==> config.mk <==
export PLATFORM = sky130hd
export DESIGN_NAME = booth_mult_flat
export DESIGN_NICKNAME = d
export VERILOG_FILES = /design/src/rtl/booth_mult_if.sv /design/src/rtl/booth_mult.sv /design/src/flat_wrapper.sv
export SDC_FILE = /design/constraint.sdc
export NUM_CORES = 1
export LEC_CHECK = 0
export CAP_MARGIN = 10
export CORE_UTILIZATION = 40
export CTS_BUF_LIST = sky130_fd_sc_hd__clkbuf_8
export CTS_CLUSTER_SIZE = 10
export DETAILED_ROUTE_END_ITERATION = 6
export GPL_TIMING_DRIVEN = 0
export PLACE_DENSITY = 0.67
export SETUP_SLACK_MARGIN = 0.2
export SLEW_MARGIN = 25
export SYNTH_ARGS = -nofsm -noshare
export SYNTH_HDL_FRONTEND = slang
export SYNTH_SLANG_ARGS = --single-unit
==> constraint.sdc <==
create_clock -name clock -period 8.9 [get_ports clock]
set_input_delay 1.335 -clock clock [delete_from_list [all_inputs] [get_ports clock]]
set_output_delay 1.335 -clock clock [all_outputs]
set_load 0.02 [all_outputs]
==> src/rtl/booth_mult_if.sv <==
// booth_mult_if: operand/result bundle between the control unit and the Booth multiplier.
//   RegAOut   multiplicand (signed), sampled on the load edge
//   RegBOut   multiplier (signed), sampled on the load edge
//   MultCtrl  start/hold request, held high until MultDone
//   MultDone  result valid on MultHIOut/MultLOOut
//   MultHIOut upper half of the product
//   MultLOOut lower half of the product
// master: control-unit side; slave: multiplier side.
interface booth_mult_if #(
    parameter int unsigned WIDTH = 32
);
    logic [WIDTH-1:0] RegAOut;
    logic [WIDTH-1:0] RegBOut;
    logic             MultCtrl;
    logic             MultDone;
    logic [WIDTH-1:0] MultHIOut;
    logic [WIDTH-1:0] MultLOOut;

    modport master (
        output RegAOut, RegBOut, MultCtrl,
        input  MultDone, MultHIOut, MultLOOut
    );

    modport slave (
        input  RegAOut, RegBOut, MultCtrl,
        output MultDone, MultHIOut, MultLOOut
    );
endinterface

==> src/rtl/booth_mult.sv <==
// booth_mult: iterative signed WIDTH x WIDTH radix-2 Booth multiplier, one step per clock.
//   clock  rising-edge clock
//   reset  asynchronous active-low reset
//   bus    booth_mult_if.slave (operands, MultCtrl in; MultDone, MultHIOut, MultLOOut out)
// A load edge in idle captures the operands; WIDTH steps later the product lands in HI/LO and
// MultDone rises. Dropping MultCtrl mid-run aborts and keeps the previous HI/LO.
module booth_mult #(
    parameter int unsigned WIDTH = 32
) (
    input logic         clock,
    input logic         reset,
    booth_mult_if.slave bus
);
    localparam int unsigned CntW = $clog2(WIDTH + 1);

    typedef enum logic [1:0] {StIdle, StRun, StDone} state_e;

    state_e             state_q, state_d;
    logic [WIDTH:0]     m_q, m_d;           // sign-extended multiplicand
    logic [2*WIDTH:0]   p_q, p_d;           // {upper (WIDTH+1 bits), multiplier/lower (WIDTH bits)}
    logic               qm1_q, qm1_d;
    logic [CntW-1:0]    cnt_q, cnt_d;
    logic [WIDTH-1:0]   hi_q, hi_d;
    logic [WIDTH-1:0]   lo_q, lo_d;
    logic               done_q, done_d;

    logic [WIDTH:0]     sum;
    logic [2*WIDTH:0]   stepped;

    always_comb begin
        state_d = state_q;
        m_d     = m_q;
        p_d     = p_q;
        qm1_d   = qm1_q;
        cnt_d   = cnt_q;
        hi_d    = hi_q;
        lo_d    = lo_q;
        done_d  = 1'b0;

        sum = p_q[2*WIDTH:WIDTH];
        unique case ({p_q[0], qm1_q})
            2'b01:   sum = p_q[2*WIDTH:WIDTH] + m_q;
            2'b10:   sum = p_q[2*WIDTH:WIDTH] - m_q;
            default: ;
        endcase
        // Arithmetic shift right of {sum, lower}; the dropped bit becomes the new Q-1.
        stepped = {sum[WIDTH], sum, p_q[WIDTH-1:1]};

        unique case (state_q)
            StIdle: begin
                if (bus.MultCtrl) begin
                    m_d     = {bus.RegAOut[WIDTH-1], bus.RegAOut};
                    p_d     = {{(WIDTH + 1){1'b0}}, bus.RegBOut};
                    qm1_d   = 1'b0;
                    cnt_d   = '0;
                    state_d = StRun;
                end
            end
            StRun: begin
                if (!bus.MultCtrl) begin
                    state_d = StIdle;
                end else begin
                    p_d   = stepped;
                    qm1_d = p_q[0];
                    cnt_d = cnt_q + 1'b1;
                    if (cnt_q == CntW'(WIDTH - 1)) begin
                        hi_d    = stepped[2*WIDTH-1:WIDTH];
                        lo_d    = stepped[WIDTH-1:0];
                        done_d  = 1'b1;
                        state_d = StDone;
                    end
                end
            end
            StDone: begin
                if (bus.MultCtrl) begin
                    done_d = 1'b1;
                end else begin
                    state_d = StIdle;
                end
            end
            default: state_d = StIdle;
        endcase
    end

    always_ff @(posedge clock or negedge reset) begin
        if (!reset) begin
            state_q <= StIdle;
            m_q     <= '0;
            p_q     <= '0;
            qm1_q   <= 1'b0;
            cnt_q   <= '0;
            hi_q    <= '0;
            lo_q    <= '0;
            done_q  <= 1'b0;
        end else begin
            state_q <= state_d;
            m_q     <= m_d;
            p_q     <= p_d;
            qm1_q   <= qm1_d;
            cnt_q   <= cnt_d;
            hi_q    <= hi_d;
            lo_q    <= lo_d;
            done_q  <= done_d;
        end
    end

    assign bus.MultDone  = done_q;
    assign bus.MultHIOut = hi_q;
    assign bus.MultLOOut = lo_q;
endmodule

==> src/flat_wrapper.sv <==
// flat-port wrapper written by rule: the top's interface ports become plain ports
module booth_mult_flat 
#(
    parameter int unsigned WIDTH = 32
)
  (clock, reset, bus_RegAOut, bus_RegBOut, bus_MultCtrl, bus_MultDone, bus_MultHIOut, bus_MultLOOut);
  booth_mult_if #(.WIDTH(WIDTH)) bus_i ();
  input logic clock;
  input logic reset;
  input wire logic [$bits(bus_i.RegAOut)-1:0] bus_RegAOut;
  input wire logic [$bits(bus_i.RegBOut)-1:0] bus_RegBOut;
  input wire logic [$bits(bus_i.MultCtrl)-1:0] bus_MultCtrl;
  output wire logic [$bits(bus_i.MultDone)-1:0] bus_MultDone;
  output wire logic [$bits(bus_i.MultHIOut)-1:0] bus_MultHIOut;
  output wire logic [$bits(bus_i.MultLOOut)-1:0] bus_MultLOOut;
  assign bus_i.RegAOut = bus_RegAOut;
  assign bus_i.RegBOut = bus_RegBOut;
  assign bus_i.MultCtrl = bus_MultCtrl;
  assign bus_MultDone = bus_i.MultDone;
  assign bus_MultHIOut = bus_i.MultHIOut;
  assign bus_MultLOOut = bus_i.MultLOOut;
  booth_mult #(.WIDTH(WIDTH)) u_core (.clock(clock), .reset(reset), .bus(bus_i));
endmodule
; ---- Word-level counts from Yosys, hierarchy flattened
; Cells that the tools add are included.
[word_totals]
regBits = 171
latch_bits = 0
ramBits = 0
rom_bits = 0
input_bits = 67
out_inout_bits = 65
elab_cells = 45
mem_count = 0
[op_classes]
addsub = 3
multipliers = 0
div_mod_pow = 0
magnitude_cmp = 0
eq_ne = 9
shift = 0
n_mux = 19
bitwise = 0
reduce_logical = 6
[ops]
columns = op, n
row1 = $mux W65, 2
row2 = $pmux W65 S2, 1
row3 = $pmux W33 S2, 1
row4 = $add A33 B33 Y33, 1
row5 = $sub A33 B33 Y33, 1
row6 = $mux W6, 2
row7 = $pmux W6 S2, 1
row8 = $reduce_and A3 Y1, 3
row9 = $mux W2, 4
row10 = $add A6 B1 Y6 const B, 1
row11 = $eq A6 B5 Y1 const B, 1
row12 = $ne A2 B2 Y1 const B, 3
row13 = $pmux W2 S3, 1
row14 = $mux W1, 5
row15 = $eq A2 B1 Y1 const B, 2
row16 = $eq A2 B2 Y1 const B, 2
row17 = $pmux W1 S2, 2
row18 = $ne A3 B2 Y1 const B, 1
row19 = $logic_not A2 Y1, 1
row20 = $reduce_and A2 Y1, 1
row21 = $reduce_bool A2 Y1, 1

; ---- Logic depth before layout (Yosys ltp)
[depth]
ltp_word = 4
mapped_depth = 20
depth_no_buf = 18

; ---- Worst setup path before layout
; OpenSTA, ideal clock, no wires.
[synth_timing]
kind = register to register
start = reg u_core.m_q[3]
end = reg u_core.hi_q[31] (netlist: u_core.bus.MultHIOut[31])
setup_time_ns = 0.124
t_arrival_ns = 4.274
required_ns = 8.776
path_slack_ns = 4.502
path_stages_with_launch = 19
n_path_buf = 0
synth_period_minus_slack_ns = 4.398
cell_sequence = dfrtp_1 -> or4_1 -> nor3_1 -> nand2_1 -> nor2_1 -> nand3_1 -> nor2_1 -> a21oi_1 -> xnor2_1 -> ha_1 -> a21o_1 -> a21o_1 -> or3_1 -> or3_1 -> a31o_1 -> a21oi_2 -> xnor2_1 -> a21boi_0 -> o31a_1
[synth_via]
elab_chain_cells = 2
word_cells_on_any_way = 3
cone_classes = add/sub (2) / mux (1)
[synth_lines]
columns = element, line_no
row1 = start: declaration, booth_mult.sv:19  ; logic [WIDTH:0] m_q, m_d;
row2 = start signal: assignment, booth_mult.sv:97  ; m_q <= m_d;
row3 = $sub A33 B33 Y33 / $add A33 B33 Y33 (equally long branches), "booth_mult.sv:43, booth_mult.sv:42"
row4 = $pmux W33 S2 *, booth_mult.sv:41  ; unique case ({p_q[0], qm1_q})
row5 = end signal: assignment, booth_mult.sv:101  ; hi_q <= hi_d;
row6 = end: declaration, booth_mult.sv:23  ; logic [WIDTH-1:0] hi_q, hi_d;
; Mark *: on every way between the ends. The rest lies on a longest branch, timed or not.
; A chain may end at the register's enable or synchronous reset.

; ---- Worst setup path after layout
; Same ends and word-level chain as after synthesis.

==> impl_metrics.yaml <==
outcome:
  status: "completed"
global_routing:
  grt_overflow: 0
  track_usage_pct: 21.0
  grt_pass1_vias: 7429
  grt_max_degree: 70
  antenna_found_initial: 0
  grt_pass1_wl_mm: 39.5
floorplan:
  die_x_microns: 155
  fp-row-count: 55
  die_h_microns: 155
  die_area_sq_um: 24000
  ios: 132
  fp.coreArea_sq_um: 22800
  start_util_pct: 41.1
timing:
  post-route-period-util_pct: 57.3
  worst_slew_pin_slew_ns: 0.692
  hold_viol_final: 0
  finalMaxSlewViolations: 0
  fmax_ghz: 0.196
  slew_headroom_pct: 53.8
  finClkSkew_ns: 0.0207
  fin_crit_ns: 5.10
  hold_ws_ns: 0.482
  setup_viol: 0
  rsz0062_at_grt: "no"
synth:
  synth_nets: 1127
  ys_warn_count: 0
  ys_types: 65
  yosysSeqAreaShare_pct: 45.4
  netlist_top_cells_area: "dfrtp_1, nand2_1, o21ai_0"
  synth_top_area_share_pct: 45.4
  synth_top_cell_by_area: "dfrtp_1"
  synth_seq_cells: 170
  synthArstFlopShare_pct: 100
  synth_edf_count: 0
  synthesis.area_sq_um: 9370
  synthCells: 1021
  synth_area_per_cell_sq_um: 9.18
  yosys_most_used_dff: "dfrtp_1"
hold_path:
  worstHoldStart: "u_core.bus.MultLOOut[12]$_DFFE_PN0P_"
  hp-class: "reg2reg"
power_and_ir_drop:
  seq_power_share_pct: 28.8
  power_density_nw_per_um2: 354
  p_sw_w: 0.00194
  clockPowerShare_pct: 13.2
  ir_drop_mv: 0.221
  switching_share_pct: 47.5
  p_total_w: 0.00408
  power_leakage_nw: 5.20
  combPwrFrac_pct: 58.0
  p_int_w: 0.00214
detailed_routing:
  detail_route.wl_per_cell_microns: 16.1
  drt_iter0_drc: 472
  dr_total_vias: 7676
  drc: 0
  wirelength_mm: 24.2
  drtPass1Iterations: 5
  avgViaCountPerCell: 5.12
  antenna_left: 0
place:
  dp_hpwl_mm: 18.8
  placed_cells: 1466
  gp_congestion: 0.925
  io_buffers: 130
layout:
  synthToLayoutAreaGrowth_pct: 22.8
  num_antenna_cells: 0
  layout_commonest_cell: "nand2_1"
  nNetsFinal: 1278
  nFillCells: 2187
  finalNonFillerCells: 1498
  layout_common_cells: "nand2_1, dfrtp_1, clkdlybuf4s50_1"
  drive_above_1_share_pct: 7.85
setup_path:
  r2r_start: "u_core.m_q[3]$_DFFE_PN0P_"
  crit_path_cell_trace: "or4_1 -> nor3_1 -> nand2_1 -> nor2_1 -> a21oi_1 -> xnor2_1 -> ha_1 -> clkbuf_1 -> nand3_1 -> nor3_1 -> nand4_1 -> a21oi_1 -> or3_1 -> a31o_1 -> a21oi_2 -> xnor2_1 -> a21boi_0 -> o31a_1"
  cp-start-kind: "register"
  cp.arrival_ns: 5.48
  cp_slowest_cell: "or4_1"
  worst-path-max-fanout: 7
  end_kind: "register"
  critical_path_class: "reg2reg"
  crit_start: "u_core.m_q[3]$_DFFE_PN0P_"
  cp_slowest_stage_delay_ns: 0.59
  required_ns: 9.27
cts:
  cts_resized: 0
  cts_tree: "yes"
  cts_root_buf: "clkbuf_8"
  insertion_delay_ns: 0.48
  cts_buffer_depth: 2
  post_cts_buffers: 0
  postCtsHoldBufs: 0
  numCtsBuffers: 17
  clk_pin_slew_ns: 0.10
  htree_levels: 4
  cts_num_sinks: 170
job:
  maxCapViolCount: 0
-- cell usage after synthesis, drive strengths merged (11+ instances only) --
library cell and instances:
a21o 14, a21oi 74, a22o 15, buf 11, clkbuf 44, dfrtp 170
ha 38, inv 24, mux2 38, mux2i 33, nand2 236, nand3 14
nor2 49, nor3 14, o21ai 100, xnor2 45, xor2 13
-- worst paths after layout --
check                                                  endpoint  slack [ns]  depth (start not counted)
setup reg to reg           u_core.bus.MultHIOut[31]$_DFFE_PN0P_        3.80                         18
min in group asynchronous   u_core.bus.MultLOOut[7]$_DFFE_PN0P_        0.71                          1
hold / removal             u_core.bus.MultLOOut[12]$_DFFE_PN0P_        0.48                          2
setup / recovery           u_core.bus.MultHIOut[31]$_DFFE_PN0P_        3.80                         18
hold reg to reg            u_core.bus.MultLOOut[12]$_DFFE_PN0P_        0.48                          2
max in group asynchronous            u_core.m_q[23]$_DFFE_PN0P_        7.20                          3
-- per-layer routing --
metal  track usage [%]  wire length [microns]  vias to the layer above
met1              29.9                  12000                     3617
met3              3.70                   1210                       19
met2              33.0                  10700                      205
met4              5.09                    257                        0
li1                  -                      -                     3835
met5                 0                      0                        -
-- area by class of cell --
type	count	area (sq um)	area share (%)
inverters	25	93.8	0.815
repair buffers	132	1360	11.8
clock inverters	15	151	1.32
plain buffers	55	216	1.88
well taps	313	392	3.40
flip-flops and latches	170	4250	37.0
clock buffers	17	234	2.03
multi-input cells	771	4810	41.8
-- critical path: cells and delay by family (launching register included) --
kind,cells,cell delay (ns)
adder cells (fa/ha/maj),1,0.27
buffers and inverters,1,0.28
XOR/XNOR,2,0.50
AO/OA/AOI/OAI,6,1.07
AND/OR/NAND/NOR,8,2.44
flip-flops,1,0.43
-- sequential cells by signal, summed over array words and instances, names as in the netlist --
| signal | count |
|---|---|
| u_core.m_q | 32 |
| u_core.bus.MultHIOut | 32 |
| u_core.p_q | 64 |
| u_core.state_q | 2 |
| u_core.qm1_q | 1 |
| u_core.bus.MultDone | 1 |
| u_core.bus.MultLOOut | 32 |
| u_core.cnt_q | 6 |
-- cells by family after synthesis --
family	after synthesis	synth area share (%)
fa+ha+maj	39	5.29
compound gates	250	16.2
mux	71	8.09
flops	170	45.4
buf+inv	80	3.31
simple gates	353	16.3
xor+xnor	58	5.42
-- power by group through the flow --
stage | registers (W) | clock network [W] | logic (W)
after global routing | 0.00120 | 0.000587 | 0.00264
after CTS | 0.00117 | 0.000553 | 0.00236
after detailed placement | 0.00118 | 0 | 0.00235
final | 0.00118 | 0.000538 | 0.00236
after global placement | 0.00118 | 0 | 0.00232
after floorplan | 0.00112 | 0 | 0.00181
-- through the flow --
step	setup slack [ns]	area, sq um	utilization, %	setup TNS [ns]
floorplan	4.50	9370	-	0
detailed placement	3.86	11100	48.8	0
global placement	-0.616	11100	48.6	-101.65
global route	3.26	11500	50.5	0
finish	3.80	11500	50.5	0
CTS	3.79	11500	50.5	0
(Power assumes the default switching activity.)
